### config.mk
export PLATFORM = sky130hd
export DESIGN_NAME = ram_access_ctrl
export DESIGN_NICKNAME = d
export VERILOG_FILES = /design/src/rtl/ram_ctrl_pkg.sv /design/src/rtl/key_debounce.sv /design/src/rtl/ram_access_ctrl.sv
export SDC_FILE = /design/constraint.sdc
export NUM_CORES = 1
export LEC_CHECK = 0
export ABC_AREA = 1
export BUFFER_PORTS_ARGS = -buffer_cell sky130_fd_sc_hd__buf_4
export CORE_MARGIN = 2
export CORE_UTILIZATION = 45
export DETAILED_ROUTE_END_ITERATION = 16
export PLACE_DENSITY = 0.67
export SYNTH_ARGS = -nofsm -noshare
export SYNTH_HDL_FRONTEND = slang
export SYNTH_HIERARCHICAL = 1
export SYNTH_SLANG_ARGS = --single-unit
### constraint.sdc
create_clock -name CLOCK_50 -period 2 [get_ports CLOCK_50]
set_input_delay 0.5 -clock CLOCK_50 [delete_from_list [all_inputs] [get_ports CLOCK_50]]
set_output_delay 0.5 -clock CLOCK_50 [all_outputs]
set_load 0.1 [all_outputs]
### src/rtl/ram_ctrl_pkg.sv
// Shared types and constants for the RAM access controller.
package ram_ctrl_pkg;

  localparam int ADDR_W_DEF = 5;
  localparam int DATA_W_DEF = 8;

  // Edges between the RAM sampling its address and q being usable.
  localparam int RAM_RD_LAT = 1;

  typedef enum logic [1:0] {
    ST_IDLE  = 2'd0,
    ST_WRITE = 2'd1,
    ST_ISSUE = 2'd2,
    ST_WAIT  = 2'd3
  } state_e;

endpackage

### src/rtl/key_debounce.sv
// Synchronizes a raw key level, debounces it and emits a one-cycle pulse
// on each rising edge of the debounced level.
module key_debounce #(
  parameter int DEBOUNCE_CYCLES = 1_000_000
) (
  input  logic clk_sys,
  input  logic rst,
  input  logic key_raw,
  output logic key_rise
);

  localparam int CNT_W = (DEBOUNCE_CYCLES > 1) ? $clog2(DEBOUNCE_CYCLES) : 1;
  localparam logic [CNT_W-1:0] CNT_LOAD = CNT_W'(DEBOUNCE_CYCLES - 1);

  logic [1:0]       sync_q, sync_d;
  logic             level_q, level_d;
  logic             level_dly_q, level_dly_d;
  logic [CNT_W-1:0] cnt_q, cnt_d;

  // Down-counter runs only while the synchronized level disagrees with the
  // debounced level; any agreement reloads it, so the flip needs an unbroken run.
  always_comb begin
    sync_d      = {sync_q[0], key_raw};
    level_d     = level_q;
    level_dly_d = level_q;
    cnt_d       = CNT_LOAD;
    if (sync_q[1] != level_q) begin
      if (cnt_q == '0) begin
        level_d = sync_q[1];
      end else begin
        cnt_d = cnt_q - 1'b1;
      end
    end
  end

  // State registers with asynchronous clear.
  always_ff @(posedge clk_sys or posedge rst) begin
    if (rst) begin
      sync_q      <= '0;
      level_q     <= 1'b0;
      level_dly_q <= 1'b0;
      cnt_q       <= CNT_LOAD;
    end else begin
      sync_q      <= sync_d;
      level_q     <= level_d;
      level_dly_q <= level_dly_d;
      cnt_q       <= cnt_d;
    end
  end

  assign key_rise = level_q & ~level_dly_q;

endmodule

### src/rtl/ram_access_ctrl.sv
// Sequencer in front of the 32x8 single-port RAM: debounced write strobes,
// latency-aware reads with read-back after every write, optional auto-scan.
//
// state  | meaning
// IDLE   | choose next transaction: pending write first, then a due read
// WRITE  | ram_wren high for this single cycle
// ISSUE  | address held while the RAM registers it
// WAIT   | q valid; capture into disp_*, advance scan pointer if scan read
module ram_access_ctrl
  import ram_ctrl_pkg::*;
#(
  parameter int ADDR_W          = ADDR_W_DEF,
  parameter int DATA_W          = DATA_W_DEF,
  parameter int DEBOUNCE_CYCLES = 1_000_000,
  parameter int SCAN_DIV        = 50_000_000
) (
  input  logic              CLOCK_50,
  input  logic              reset,
  input  logic [ADDR_W-1:0] sw_addr,
  input  logic [DATA_W-1:0] sw_data,
  input  logic              wr_req,
  input  logic              scan_en,
  input  logic [DATA_W-1:0] ram_q,
  output logic [ADDR_W-1:0] ram_addr,
  output logic [DATA_W-1:0] ram_data,
  output logic              ram_wren,
  output logic [ADDR_W-1:0] disp_addr,
  output logic [DATA_W-1:0] disp_data,
  output logic              disp_valid
);

  localparam int DIV_W = (SCAN_DIV > 1) ? $clog2(SCAN_DIV) : 1;
  localparam logic [DIV_W-1:0] DIV_LAST = DIV_W'(SCAN_DIV - 1);
  localparam int LAT_W = 2;
  localparam logic [LAT_W-1:0] LAT_LOAD = LAT_W'(RAM_RD_LAT - 1);

  state_e            state_q, state_d;
  logic [ADDR_W-1:0] ram_addr_q, ram_addr_d;
  logic [DATA_W-1:0] ram_data_q, ram_data_d;
  logic              ram_wren_q, ram_wren_d;
  logic [ADDR_W-1:0] disp_addr_q, disp_addr_d;
  logic [DATA_W-1:0] disp_data_q, disp_data_d;
  logic              disp_valid_q, disp_valid_d;
  logic [ADDR_W-1:0] scan_ptr_q, scan_ptr_d;
  logic [DIV_W-1:0]  div_q, div_d;
  logic              scan_tick_q, scan_tick_d;
  logic              wr_pend_q, wr_pend_d;
  logic              scan_rd_q, scan_rd_d;
  logic [LAT_W-1:0]  lat_q, lat_d;

  logic              wr_rise;
  logic              wr_take;
  logic              tick_take;

  key_debounce #(
    .DEBOUNCE_CYCLES(DEBOUNCE_CYCLES)
  ) u_wr_debounce (
    .clk_sys  (CLOCK_50),
    .rst      (reset),
    .key_raw  (wr_req),
    .key_rise (wr_rise)
  );

  // Sticky write request; a rise while one is already pending is dropped.
  always_comb begin
    wr_pend_d = wr_pend_q;
    if (wr_take) begin
      wr_pend_d = 1'b0;
    end else if (wr_rise) begin
      wr_pend_d = 1'b1;
    end
  end

  // Scan divider and sticky tick; a new tick wins over consumption of the old one.
  always_comb begin
    div_d       = '0;
    scan_tick_d = 1'b0;
    if (scan_en) begin
      scan_tick_d = scan_tick_q & ~tick_take;
      if (div_q == DIV_LAST) begin
        div_d       = '0;
        scan_tick_d = 1'b1;
      end else begin
        div_d = div_q + 1'b1;
      end
    end
  end

  // Transaction FSM: next state, RAM pins and display capture.
  always_comb begin
    state_d      = state_q;
    ram_addr_d   = ram_addr_q;
    ram_data_d   = ram_data_q;
    ram_wren_d   = 1'b0;
    disp_addr_d  = disp_addr_q;
    disp_data_d  = disp_data_q;
    disp_valid_d = disp_valid_q;
    scan_ptr_d   = scan_ptr_q;
    scan_rd_d    = scan_rd_q;
    lat_d        = lat_q;
    wr_take      = 1'b0;
    tick_take    = 1'b0;

    case (state_q)
      ST_IDLE: begin
        if (wr_pend_q) begin
          state_d    = ST_WRITE;
          ram_addr_d = sw_addr;
          ram_data_d = sw_data;
          ram_wren_d = 1'b1;
          scan_rd_d  = 1'b0;
          wr_take    = 1'b1;
        end else if (scan_en) begin
          if (scan_tick_q) begin
            state_d    = ST_ISSUE;
            ram_addr_d = scan_ptr_q;
            scan_rd_d  = 1'b1;
          end
        end else begin
          state_d    = ST_ISSUE;
          ram_addr_d = sw_addr;
          scan_rd_d  = 1'b0;
        end
      end

      // Read-back of the address just written.
      ST_WRITE: begin
        state_d = ST_ISSUE;
      end

      ST_ISSUE: begin
        state_d = ST_WAIT;
        lat_d   = LAT_LOAD;
      end

      ST_WAIT: begin
        if (lat_q != '0) begin
          lat_d = lat_q - 1'b1;
        end else begin
          disp_addr_d  = ram_addr_q;
          disp_data_d  = ram_q;
          disp_valid_d = 1'b1;
          if (scan_rd_q) begin
            scan_ptr_d = scan_ptr_q + 1'b1;
            tick_take  = 1'b1;
          end
          scan_rd_d = 1'b0;
          state_d   = ST_IDLE;
        end
      end

      default: begin
        state_d = ST_IDLE;
      end
    endcase
  end

  // All controller state; reset drops ram_wren and forgets pending work at once.
  always_ff @(posedge CLOCK_50 or posedge reset) begin
    if (reset) begin
      state_q      <= ST_IDLE;
      ram_addr_q   <= '0;
      ram_data_q   <= '0;
      ram_wren_q   <= 1'b0;
      disp_addr_q  <= '0;
      disp_data_q  <= '0;
      disp_valid_q <= 1'b0;
      scan_ptr_q   <= '0;
      div_q        <= '0;
      scan_tick_q  <= 1'b0;
      wr_pend_q    <= 1'b0;
      scan_rd_q    <= 1'b0;
      lat_q        <= '0;
    end else begin
      state_q      <= state_d;
      ram_addr_q   <= ram_addr_d;
      ram_data_q   <= ram_data_d;
      ram_wren_q   <= ram_wren_d;
      disp_addr_q  <= disp_addr_d;
      disp_data_q  <= disp_data_d;
      disp_valid_q <= disp_valid_d;
      scan_ptr_q   <= scan_ptr_d;
      div_q        <= div_d;
      scan_tick_q  <= scan_tick_d;
      wr_pend_q    <= wr_pend_d;
      scan_rd_q    <= scan_rd_d;
      lat_q        <= lat_d;
    end
  end

  assign ram_addr   = ram_addr_q;
  assign ram_data   = ram_data_q;
  assign ram_wren   = ram_wren_q;
  assign disp_addr  = disp_addr_q;
  assign disp_data  = disp_data_q;
  assign disp_valid = disp_valid_q;

endmodule
; ---- Word level (Yosys, flattened, before mapping)
; Cells that the tools add are included.
[word_totals]
register_bits = 90
in_bits = 25
out_inout_bits = 28
word_cells = 77
[classes]
addsub = 4
n_eq_ne = 9
muxes = 28
bitwise_logic = 5
reduce_logical = 14
[op_table]
columns = operator, count
row1 = $mux 26, 2
row2 = $mux 20, 2
row3 = $add 26x1->26 const B, 1
row4 = $eq 26x26->1 const B, 1
row5 = $logic_not 20->1, 1
row6 = $sub 20x1->20 const B, 1
row7 = $mux 5, 3
row8 = $mux 1, 13
row9 = $reduce_and 2->1, 6
row10 = $mux 2, 5
row11 = $pmux 2 s4, 1
row12 = $reduce_bool 2->1, 4
row13 = $reduce_and 3->1, 2
row14 = $add 5x1->5 const B, 1
row15 = $eq 2x2->1 const B, 2
row16 = $ne 2x2->1 const B, 2
row17 = $ne 4x4->1 const B, 1
row18 = $pmux 2 s2, 1
row19 = $ne 3x1->1 const B, 1
row20 = $not 1->1, 3
row21 = $and 1x1->1, 2
row22 = $eq 2x1->1 const B, 1
row23 = $logic_not 2->1, 1
row24 = $pmux 1 s2, 1
row25 = 2 further kinds, 2

; ---- Depth between registers and ports, before layout
; Gate-level depths: netlist (run 1).
[depth]
ltp_word = 7
mapped_depth = 9
depth_no_buf = 9

; ---- Hierarchy
; Netlist (run 1), hierarchy kept.
[by_module_without_submodules]
columns = module, instances, cells_each, area_each_um2, seq_area_each_um2
row1 = ram_access_ctrl, 1, 383, 3256.9, 1651.6
row2 = key_debounce, 1, 167, 1335.0, 615.6

; ---- Worst setup path after synthesis (run 1)
; Ideal clock, no wire load.
[synth_path]
path_kind = register to register
from = register div_q[0]
to = register div_q[7]
arrival_time_ns = 1.379
required_ns = 1.880
setup_slack_ns = 0.502
stages_incl_launch_ff = 10
period_less_slack_ns = 1.498
path_cell_list = dfrtp_1 > ha_1 > inv_1 > nor2_4 > nand3_2 > nor2_2 > nand2_2 > nand2_4 > buf_12 > nor2_1
[synth_via]
elab_chain_len = 3
elab_cells_between_ends = 4
[synth_rtl]
columns = item, line
row1 = "start, declared", ram_access_ctrl.sv:45  ; logic [DIV_W-1:0] div_q, div_d;
row2 = "start signal, assigned", ram_access_ctrl.sv:183  ; div_q <= div_d;
row3 = $add 26x1->26 / $eq 26x26->1 (equally long branches), "ram_access_ctrl.sv:84, ram_access_ctrl.sv:80"
row4 = $mux 26 (*), ram_access_ctrl.sv:80  ; if (div_q == DIV_LAST) begin
row5 = $mux 26 (*), ram_access_ctrl.sv:78  ; if (scan_en) begin
row6 = net div_d[7], ram_access_ctrl.sv:45
; The timed path passes the listed nets; every way through them passes the cells marked *.
; A chain may end at the register's enable or synchronous reset.

; ---- Worst setup path after layout (run 1)
[layout_path]
from = register div_q[0]
to = register div_q[25]
; Same word-level chain as after synthesis.

==> results of run 1 <==
## path summary, 6_finish.rpt
check | slack [ps] | cells past startpoint | from | endpoint
max | 360 | 8 | div_q[0] | div_q[25]
min in group CLOCK_50 | 250 | 1 | wr_req | u_wr_debounce/sync_q[0]
max in group asynchronous | 1220 | 3 | reset | ram_data[0]
min reg2reg | 370 | 0 | u_wr_debounce/sync_q[0] | u_wr_debounce/sync_q[1]
min | 210 | 3 | reset | u_wr_debounce/sync_q[1]
max reg2reg | 360 | 8 | div_q[0] | div_q[25]
## Yosys cell counts (all sizes together) (3+ instances only)
cell type,instances,area share
nand3,30,0.041
ha,9,0.025
mux2,10,0.025
o21ai,21,0.024
dfrtp,78,0.43
inv,59,0.048
dfstp,12,0.069
buf,5,0.010
o21bai,3,0.0049
xor2,10,0.019
xnor2,11,0.021
o211ai,3,0.0049
nand4,7,0.0095
a21oi,7,0.0076
nor2,112,0.11
nand2,163,0.14
## cell type report
cell class / count / share of cell area
timing repair buffer: 58 / 0.0848
clock inverter: 5 / 0.0235
tap: 133 / 0.0306
inverter: 61 / 0.0428
sequential: 90 / 0.417
clock buffer: 11 / 0.0242
multi-input combinational: 393 / 0.377
## registers in the layout, indices dropped and copies added, names as in the netlist, 2 cells and up
signal and flops:
div_q 26, disp_addr 5, scan_ptr_q 5, u_wr_debounce/sync_q 2, state_q 2, ram_addr 5
u_wr_debounce/cnt_q 20, disp_data 8, ram_data 8, lat_q 2
## worst max-delay path, delay by kind of cell, from the launching register on
kind                     cells  cell delay, ps
adder cells (fa/ha/maj)      1             240
flip-flops                   1             440
buffers and inverters        1              90
AND/OR/NAND/NOR              6             760
## power by group through the flow
| stage | Combinational [uW] | Sequential, uW | Clock (uW) |
|---|---|---|---|
| floorplan | 597 | 3540 | 0 |
| global placement | 2370 | 2260 | 0 |
| detailed placement | 2410 | 2270 | 0 |
| CTS | 2410 | 2240 | 1620 |
| global route | 2530 | 2270 | 1710 |
| finish | 2390 | 2240 | 1580 |
## metal layers
metal / routed length, microns / vias to the layer above
met4: 127 / 0
met3: 377 / 13
met2: 4570 / 69
met5: 0 / -
met1: 4150 / 1740
li1: - / 1836
## metrics by stage
step,utilization,instance area (sq um),instances
floorplan,-,4600,550
finish,0.553,5430,751
global route,0.553,5430,751
CTS,0.553,5430,751
global placement,0.527,5170,735
detailed placement,0.527,5170,735
## cell families (layout without fill, tap and decap cells)
kind of cell / count (synthesis) / after routing / synth area share
AO/OA/AOI/OAI: 36 / 36 / 0.0439
XOR/XNOR: 21 / 21 / 0.0401
adder cells (fa/ha/maj): 9 / 9 / 0.0245
buffers and inverters: 67 / 135 / 0.0608
flip-flops: 90 / 90 / 0.494
multiplexers: 10 / 10 / 0.0245
AND/OR/NAND/NOR: 317 / 317 / 0.313
## layout by cell type (no fill, tap or decap), types with 7 or more instances in the layout
cell type	n
a21oi_1	7
nand2_2	8
ha_1	9
nor2_2	13
inv_1	57
buf_4	56
nand3_2	8
clkbuf_8	9
nand3_1	22
xnor2_1	11
nor2_1	91
nor2_4	8
dfstp_2	12
o21ai_0	20
dfrtp_1	78
mux2_2	10
nand2_1	152
xor2_1	10
nand4_1	7
==> results.json, run 1 <==
{
  "cts.repair.resized": 0,
  "max-vdd-ir-drop_uv": 984,
  "coreArea_sq_um": 9820,
  "met2_usage": 0.311,
  "hpwl_microns": 7030,
  "combPwrFrac": 0.385,
  "cts_setup_buffers": 0,
  "tightest_slew_ps": 576,
  "ys.warnings.count": 6,
  "grt_usage": 0.183,
  "io_buffer_count": 52,
  "vias_per_cell": 4.87,
  "synth-edff-count": 0,
  "swShare": 0.417,
  "seqPwrFrac": 0.360,
  "grt_busiest_layer": "met2",
  "arrival_ps": 1880,
  "grt_max_degree": 31,
  "ioPinCount": 53,
  "status": "finished clean",
  "rows": 36,
  "diodes": 0,
  "synth-seq-cells": 90,
  "grtUsageMet1": 0.235,
  "grt_pass1_wl_microns": 16500,
  "worstPathMaxFanout": 16,
  "die_h_microns": 105,
  "fin_worst_skew_ps": 8.36,
  "clock-sinks": 90,
  "cts_tree": "yes",
  "setup_tns_ps": 0,
  "clockRootBuffer": "clkbuf_8",
  "syn_to_final_growth_pct": 18.3,
  "maxCapViolations": 0,
  "p_per_area_nw_per_um2": 1140,
  "first_global_vias": 3661,
  "slew_headroom": 0.615,
  "synthCells": 550,
  "hp-class": "in -> async",
  "crit_required_ps": 2240,
  "met3_usage": 0.0418,
  "path_class": "reg -> reg",
  "antenna_found_initial": 0,
  "synthesis.area_sq_um": 4590,
  "fp.dieW_microns": 105,
  "internal_power_uw": 3620,
  "p_leak_uw": 0.00248,
  "worstSetupStartpointType": "register",
  "syn-num-nets": 584,
  "async_flop_share": 1.00,
  "crit_chain": "ha_1 > inv_1 > nor2_4 > nand3_2 > nor2_2 > nand2_2 > nand2_4 > nor2_1",
  "cpPeakStageDelay_ps": 440,
  "seq_area_sq_um": 2270,
  "drc": 0,
  "wl_per_cell_microns": 12.3,
  "cts_max_path_buffers": 2,
  "drt_iter0_markers": 210,
  "dp_slack_ps": 349,
  "hold_viol_final": 0,
  "cts_made_buffers": 9,
  "synth_cell_types": 32,
  "avgSynthCellArea_sq_um": 8.35,
  "power.total_uw": 6210,
  "period_needed_ps": 1640,
  "multi_input_comb_area_sq_um": 2050,
  "insertion_delay_ps": 350,
  "final_layout_size_suffix_gt1_frac": 0.222,
  "wl_microns": 9220,
  "cts_hold_buffers": 0,
  "die_area_sq_um": 11000,
  "final_max_slew_viol_count": 0,
  "grt-ovfl-total": 0,
  "fin_ws_ps": 362,
  "start_util": 0.468,
  "max_freq_ghz": 0.610,
  "critPathCaptureType": "register",
  "min_period_over_period": 0.819,
  "critical_path.slowest_cell": "dfrtp_1",
  "cts.reportedPaths.clkPinSlew_ps": 90,
  "ant_nets": 0,
  "n_fill_cell": 934,
  "final-setup-viol-count": 0,
  "grt_setup_unrepaired": "false",
  "via_count": 3658,
  "htreeDepth": 3,
  "final_nets": 647,
  "pwr-share-clk": 0.254,
  "gp_congestion": 0.910,
  "drtPass1Iterations": 5,
  "synth-main-ff-cell": "dfrtp_1",
  "p_sw_uw": 2590,
  "whs_ps": 207,
  "synth-seq-area-share": 0.494
}
No activity file was read; power rests on OpenSTA's default activity.
==> run 2: changes to the inputs <==
Clock period 2 ns to 1.4 ns, I/O delays scaled along.
==> run 2 against run 1 <==
  * The flow now finishes with violations (setup timing)
  * Die area unchanged
  * Critical path depth up 1
  * First-iteration DRC count down 32%
  * Non-clock buffer count up 54
  * Register-to-register slack worse by 400 ps
  * Critical path type unchanged
  * Critical endpoint is now u_wr_debounce/cnt_q[5]
==> results.json, run 2 (synthesis gave the netlist of run 1 again) <==
{
  "status": "finished, violations left",
  "violations": "setup timing",
  "grt-ovfl-total": 0,
  "regToRegStartpoint": "u_wr_debounce/cnt_q[0]",
  "critPathCaptureType": "register",
  "hold_viol_final": 0,
  "drtPass1Iterations": 5,
  "coreArea_sq_um": 9820,
  "cp_common_cell": "nand3_2",
  "combPwrFrac": 0.427,
  "final_nets": 705,
  "htreeDepth": 3,
  "critical_path.top_delay_family": "flip-flops",
  "rows": 36,
  "final_layout_size_suffix_gt1_frac": 0.402,
  "fp.dieW_microns": 105,
  "arrival_ps": 1730,
  "p_leak_uw": 0.00285,
  "clockRootBuffer": "clkbuf_8",
  "io_buffer_count": 52,
  "vias_per_cell": 4.96,
  "internal_power_uw": 5160,
  "p_sw_uw": 3910,
  "swShare": 0.431,
  "utilization": 0.652,
  "hpwl_microns": 6960,
  "grt_setup_unrepaired": "true",
  "die_area_sq_um": 11000,
  "critPathBufInv": 3,
  "seqPwrFrac": 0.357,
  "cts_made_buffers": 9,
  "grt_max_degree": 67,
  "path_class": "reg -> reg",
  "wl_per_cell_microns": 13.6,
  "pwr-share-clk": 0.216,
  "maxCapViolations": 0,
  "n_fill_cell": 824,
  "cpPeakStageDelay_ps": 570,
  "fin_worst_skew_ps": 12.4,
  "cts_max_path_buffers": 2,
  "hp-class": "in -> async",
  "cts_tree": "yes",
  "p_per_area_nw_per_um2": 1420,
  "max-vdd-ir-drop_uv": 1390,
  "final_max_slew_viol_count": 0,
  "period_needed_ps": 1440,
  "syn_to_final_growth_pct": 39.3,
  "reg_top3": "div_q (26), u_wr_debounce/cnt_q (20)",
  "fin_ws_ps": -39.5,
  "drt_iter0_markers": 142,
  "worstSetupStartpointType": "register",
  "die_h_microns": 105,
  "power.total_uw": 9070,
  "wl_microns": 11000,
  "r2r_slack_ps": -40,
  "max_freq_ghz": 0.695,
  "cts.reportedPaths.clkPinSlew_ps": 90,
  "largest_reg_flops": 26,
  "final-setup-viol-count": 7,
  "slew_headroom": 0.763,
  "worstPathMaxFanout": 6,
  "start_util": 0.468,
  "max_flop_register": "div_q",
  "clock-sinks": 90,
  "dpl-instance-area_sq_um": 5430,
  "drc": 0,
  "insertion_delay_ps": 370,
  "ioPinCount": 53,
  "layout_commonest_cell": "nand2_1",
  "grt_usage": 0.182,
  "antenna_found_initial": 0,
  "dp_slack_ps": -173,
  "ff2ff_path_depth": 9,
  "first_global_vias": 3661,
  "tightest_slew_ps": 356,
  "regToRegEndpoint": "u_wr_debounce/cnt_q[5]",
  "gp_congestion": 0.882,
  "final_area_sq_um": 6400,
  "grt_pass1_wl_microns": 16400,
  "critical_path.slowest_cell": "dfstp_2",
  "ant_nets": 0,
  "min_period_over_period": 1.03,
  "final_cell_mix": "nand2_1 (137), buf_4 (79), dfrtp_1 (73)",
  "crit_chain": "inv_4 > ha_4 > nand2_2 > nor2_2 > nand3_2 > nand2_4 > inv_6 > buf_12 > nand3_2",
  "crit_required_ps": 1690,
  "via_count": 4012,
  "diodes": 0
}
==> run 2: per-layer routing <==
layer,track usage,vias to the layer above,part of all wire
li1,-,1962,-
met1,0.226,1959,0.41
met2,0.311,73,0.53
met3,0.0474,18,0.037
met4,0.0543,0,0.019
met5,0,-,0
==> run 2: per-stage QoR <==
step                      instances  TNS, ps  hold slack, ps
after floorplan                 550     -431             331
after global routing            809    -2020            53.9
after detailed placement        767    -1580             354
after CTS                       783    -34.4            31.4
final                           809     -148            48.6
after global placement          767     -815             339
==> run 2: cell type report <==
type                       instances  area [sq um]  share of cell area
multi-input combinational        396          2460               0.385
sequential                        90          2270               0.355
timing repair buffer             112          1030               0.161
inverter                          61           246              0.0385
tap                              133           166              0.0260
clock buffer                      10           128              0.0199
clock inverter                     6          90.1              0.0141
timing repair inverter             1          5.00            0.000782
==> run 2: worst max path at each step <==
stage                                       start                      end  cells after the start
after global routing      u_wr_debounce/cnt_q[12]  u_wr_debounce/cnt_q[17]                      8
final                      u_wr_debounce/cnt_q[0]   u_wr_debounce/cnt_q[5]                      9
after floorplan                          div_q[0]                 div_q[7]                      9
after detailed placement   u_wr_debounce/cnt_q[0]  u_wr_debounce/cnt_q[17]                      6
after global placement     u_wr_debounce/cnt_q[3]  u_wr_debounce/cnt_q[17]                      6
after CTS                  u_wr_debounce/cnt_q[0]  u_wr_debounce/cnt_q[17]                      9
==> run 2: repair_timing <==
| item | 4_1_cts | 5_1_grt |
|---|---|---|
| setup buffers | 0 | 20 |
| setup endpoints to repair | 57 | 89 |
| hold buffers | 0 | 0 |
| gates cloned | 0 | 6 |
| pin swaps | 0 | 28 |
| gates resized for setup | 21 | 127 |
==> run 2: worst min-delay path: cells and delay by family <==
| kind | cells | cell delay (ps) |
|---|---|---|
| buffers and inverters | 3 | 460 |
==> run 2: power groups by stage <==
stage / Combinational (uW) / Sequential [uW] / Clock (uW)
floorplan: 853 / 5050 / 0
global placement: 3440 / 3220 / 0
detailed placement: 3490 / 3240 / 0
CTS: 3550 / 3200 / 2020
global route: 4090 / 3290 / 2130
finish: 3870 / 3240 / 1960
==> run 3: changes to the inputs <==
Settings changed: SKIP_CTS_REPAIR_TIMING set to 1.
==> run 3 against run 2 <==
  * The run still ends with setup timing left
  * Global-route usage barely moved
  * Cell count decreased by 0.62%
  * Maximum frequency is 1.8% lower
  * Core utilization down 0.70 points
  * Clock skew decreased by 2.1 ps
  * Combinational power about the same
  * Power is 0.23% lower
  * Critical path depth did not move
  * Clock power barely moved
  * Sequential power about the same
  * Largest cell class unchanged
  * Largest power group unchanged
==> results.json, run 3 (synthesis gave the netlist of run 1 again) <==
{
  "first_global_vias": 3654,
  "clock-sinks": 90,
  "arrival_ps": 1760,
  "ant_nets": 0,
  "tightest_slew_ps": 356,
  "antenna_found_initial": 0,
  "via_count": 3980,
  "grt_usage": 0.182,
  "insertion_delay_ps": 370,
  "cts.reportedPaths.clkPinSlew_ps": 90,
  "gp_congestion": 0.882,
  "final_cell_mix": "nand2_1 (139), buf_4 (75), dfrtp_1 (74)",
  "grt-ovfl-total": 0,
  "p_leak_uw": 0.00281,
  "die_area_sq_um": 11000,
  "start_util": 0.468,
  "cp_common_cell": "nand2_2",
  "seqPwrFrac": 0.358,
  "violations": "setup timing",
  "largest_reg_flops": 26,
  "fp.dieW_microns": 105,
  "worstSetupStartpointType": "register",
  "grt_pass1_wl_microns": 16400,
  "io_buffer_count": 52,
  "period_needed_ps": 1470,
  "dp_cells": 767,
  "combPwrFrac": 0.426,
  "critPathCaptureType": "register",
  "ioPinCount": 53,
  "stdcell_count": 804,
  "drc": 0,
  "swShare": 0.432,
  "utilization": 0.644,
  "rows": 36,
  "fin_ws_ps": -65.4,
  "status": "finished, violations left",
  "worstPathMaxFanout": 5,
  "drtPass1Iterations": 4,
  "fin_worst_skew_ps": 10.4,
  "htreeDepth": 3,
  "grt_setup_unrepaired": "true",
  "clockRootBuffer": "clkbuf_8",
  "pwr-share-clk": 0.215,
  "wl_microns": 10900,
  "final-setup-viol-count": 17,
  "reg_top3": "div_q (26), u_wr_debounce/cnt_q (20)",
  "final_max_slew_viol_count": 0,
  "max_freq_ghz": 0.682,
  "diodes": 0,
  "crit_required_ps": 1690,
  "vias_per_cell": 4.95,
  "die_h_microns": 105,
  "hold_viol_final": 0,
  "final_nets": 700,
  "power.total_uw": 9050,
  "p_per_area_nw_per_um2": 1430,
  "final_layout_size_suffix_gt1_frac": 0.392,
  "path_class": "reg -> reg",
  "max_flop_register": "div_q",
  "syn_to_final_growth_pct": 37.8,
  "max-vdd-ir-drop_uv": 1350,
  "crit_chain": "inv_4 > ha_4 > nand2_2 > nor2_2 > nand3_2 > nand2_4 > buf_12 > nor2_4 > nand2_2",
  "cts_tree": "yes",
  "hpwl_microns": 6960,
  "cpPeakStageDelay_ps": 570,
  "maxCapViolations": 0,
  "critical_path.slowest_cell": "dfstp_2",
  "cts_made_buffers": 9,
  "p_sw_uw": 3910,
  "hp-class": "in -> async",
  "slew_headroom": 0.763,
  "internal_power_uw": 5150,
  "drt_iter0_markers": 129,
  "layout_commonest_cell": "nand2_1",
  "min_period_over_period": 1.05,
  "cts_max_path_buffers": 2,
  "wl_per_cell_microns": 13.5,
  "grt_max_degree": 67,
  "coreArea_sq_um": 9820
}
## run 3: changes by cell type in the layout (fill, tap and decap cells not counted), sizes merged
cell	change
clkinvlp	+1
nor2	-1
buf	-5
## run 3: worst max-delay path, delay by kind of cell, from the launching register on
family | cells | cell delay [ps]
flip-flops | 1 | 570
AND/OR/NAND/NOR | 6 | 440
buffers and inverters | 2 | 230
adder cells (fa/ha/maj) | 1 | 150
## run 3: path summary, 6_finish.rpt
kind | startpoint | endpoint | slack (ps) | cells past startpoint
worst max-delay path | u_wr_debounce/cnt_q[0] | u_wr_debounce/cnt_q[17] | -70 | 9
max in group asynchronous | reset | div_q[14] | 1020 | 3
worst min-delay path | reset | u_wr_debounce/sync_q[1] | 40 | 3
worst max register to register | u_wr_debounce/cnt_q[0] | u_wr_debounce/cnt_q[17] | -70 | 9
worst min register to register | u_wr_debounce/sync_q[0] | u_wr_debounce/sync_q[1] | 370 | 0
min in group CLOCK_50 | wr_req | u_wr_debounce/sync_q[0] | 80 | 1
## run 3: metal layers
layer | GRT usage | routed length (microns)
met3 | 0.0474 | 400
met1 | 0.224 | 4530
met5 | 0 | 0
met4 | 0.0552 | 131
met2 | 0.312 | 5810
## run 3: cell type report
cell class                 count  area [sq um]
timing repair buffer         107           995
inverter                      61           244
timing repair inverter         2          12.5
fill                         823          3490
tap                          133           166
sequential                    90          2270
multi-input combinational    395          2420
clock buffer                  10           128
clock inverter                 6          90.1
## run 3: stage by stage
stage / TNS [ps] / hold slack, ps / instance area (sq um) / setup WS [ps]
4_1_cts: -2350 / 31.4 / 5650 / -188
5_1_grt: -2950 / 53.8 / 6330 / -104
2_1_floorplan: -431 / 331 / 4600 / -46.3
3_5_place_dp: -1580 / 354 / 5430 / -173
6_report: -393 / 43.1 / 6330 / -65.4
3_3_place_gp: -815 / 339 / 5430 / -123
## run 3: power by group through the flow
stage                     registers, uW  clock network [uW]  logic, uW
after floorplan                    5050                   0        853
after global placement             3220                   0       3440
after detailed placement           3240                   0       3490
after global routing               3280                2130       4070
final                              3240                1950       3860
after CTS                          3190                2020       3500
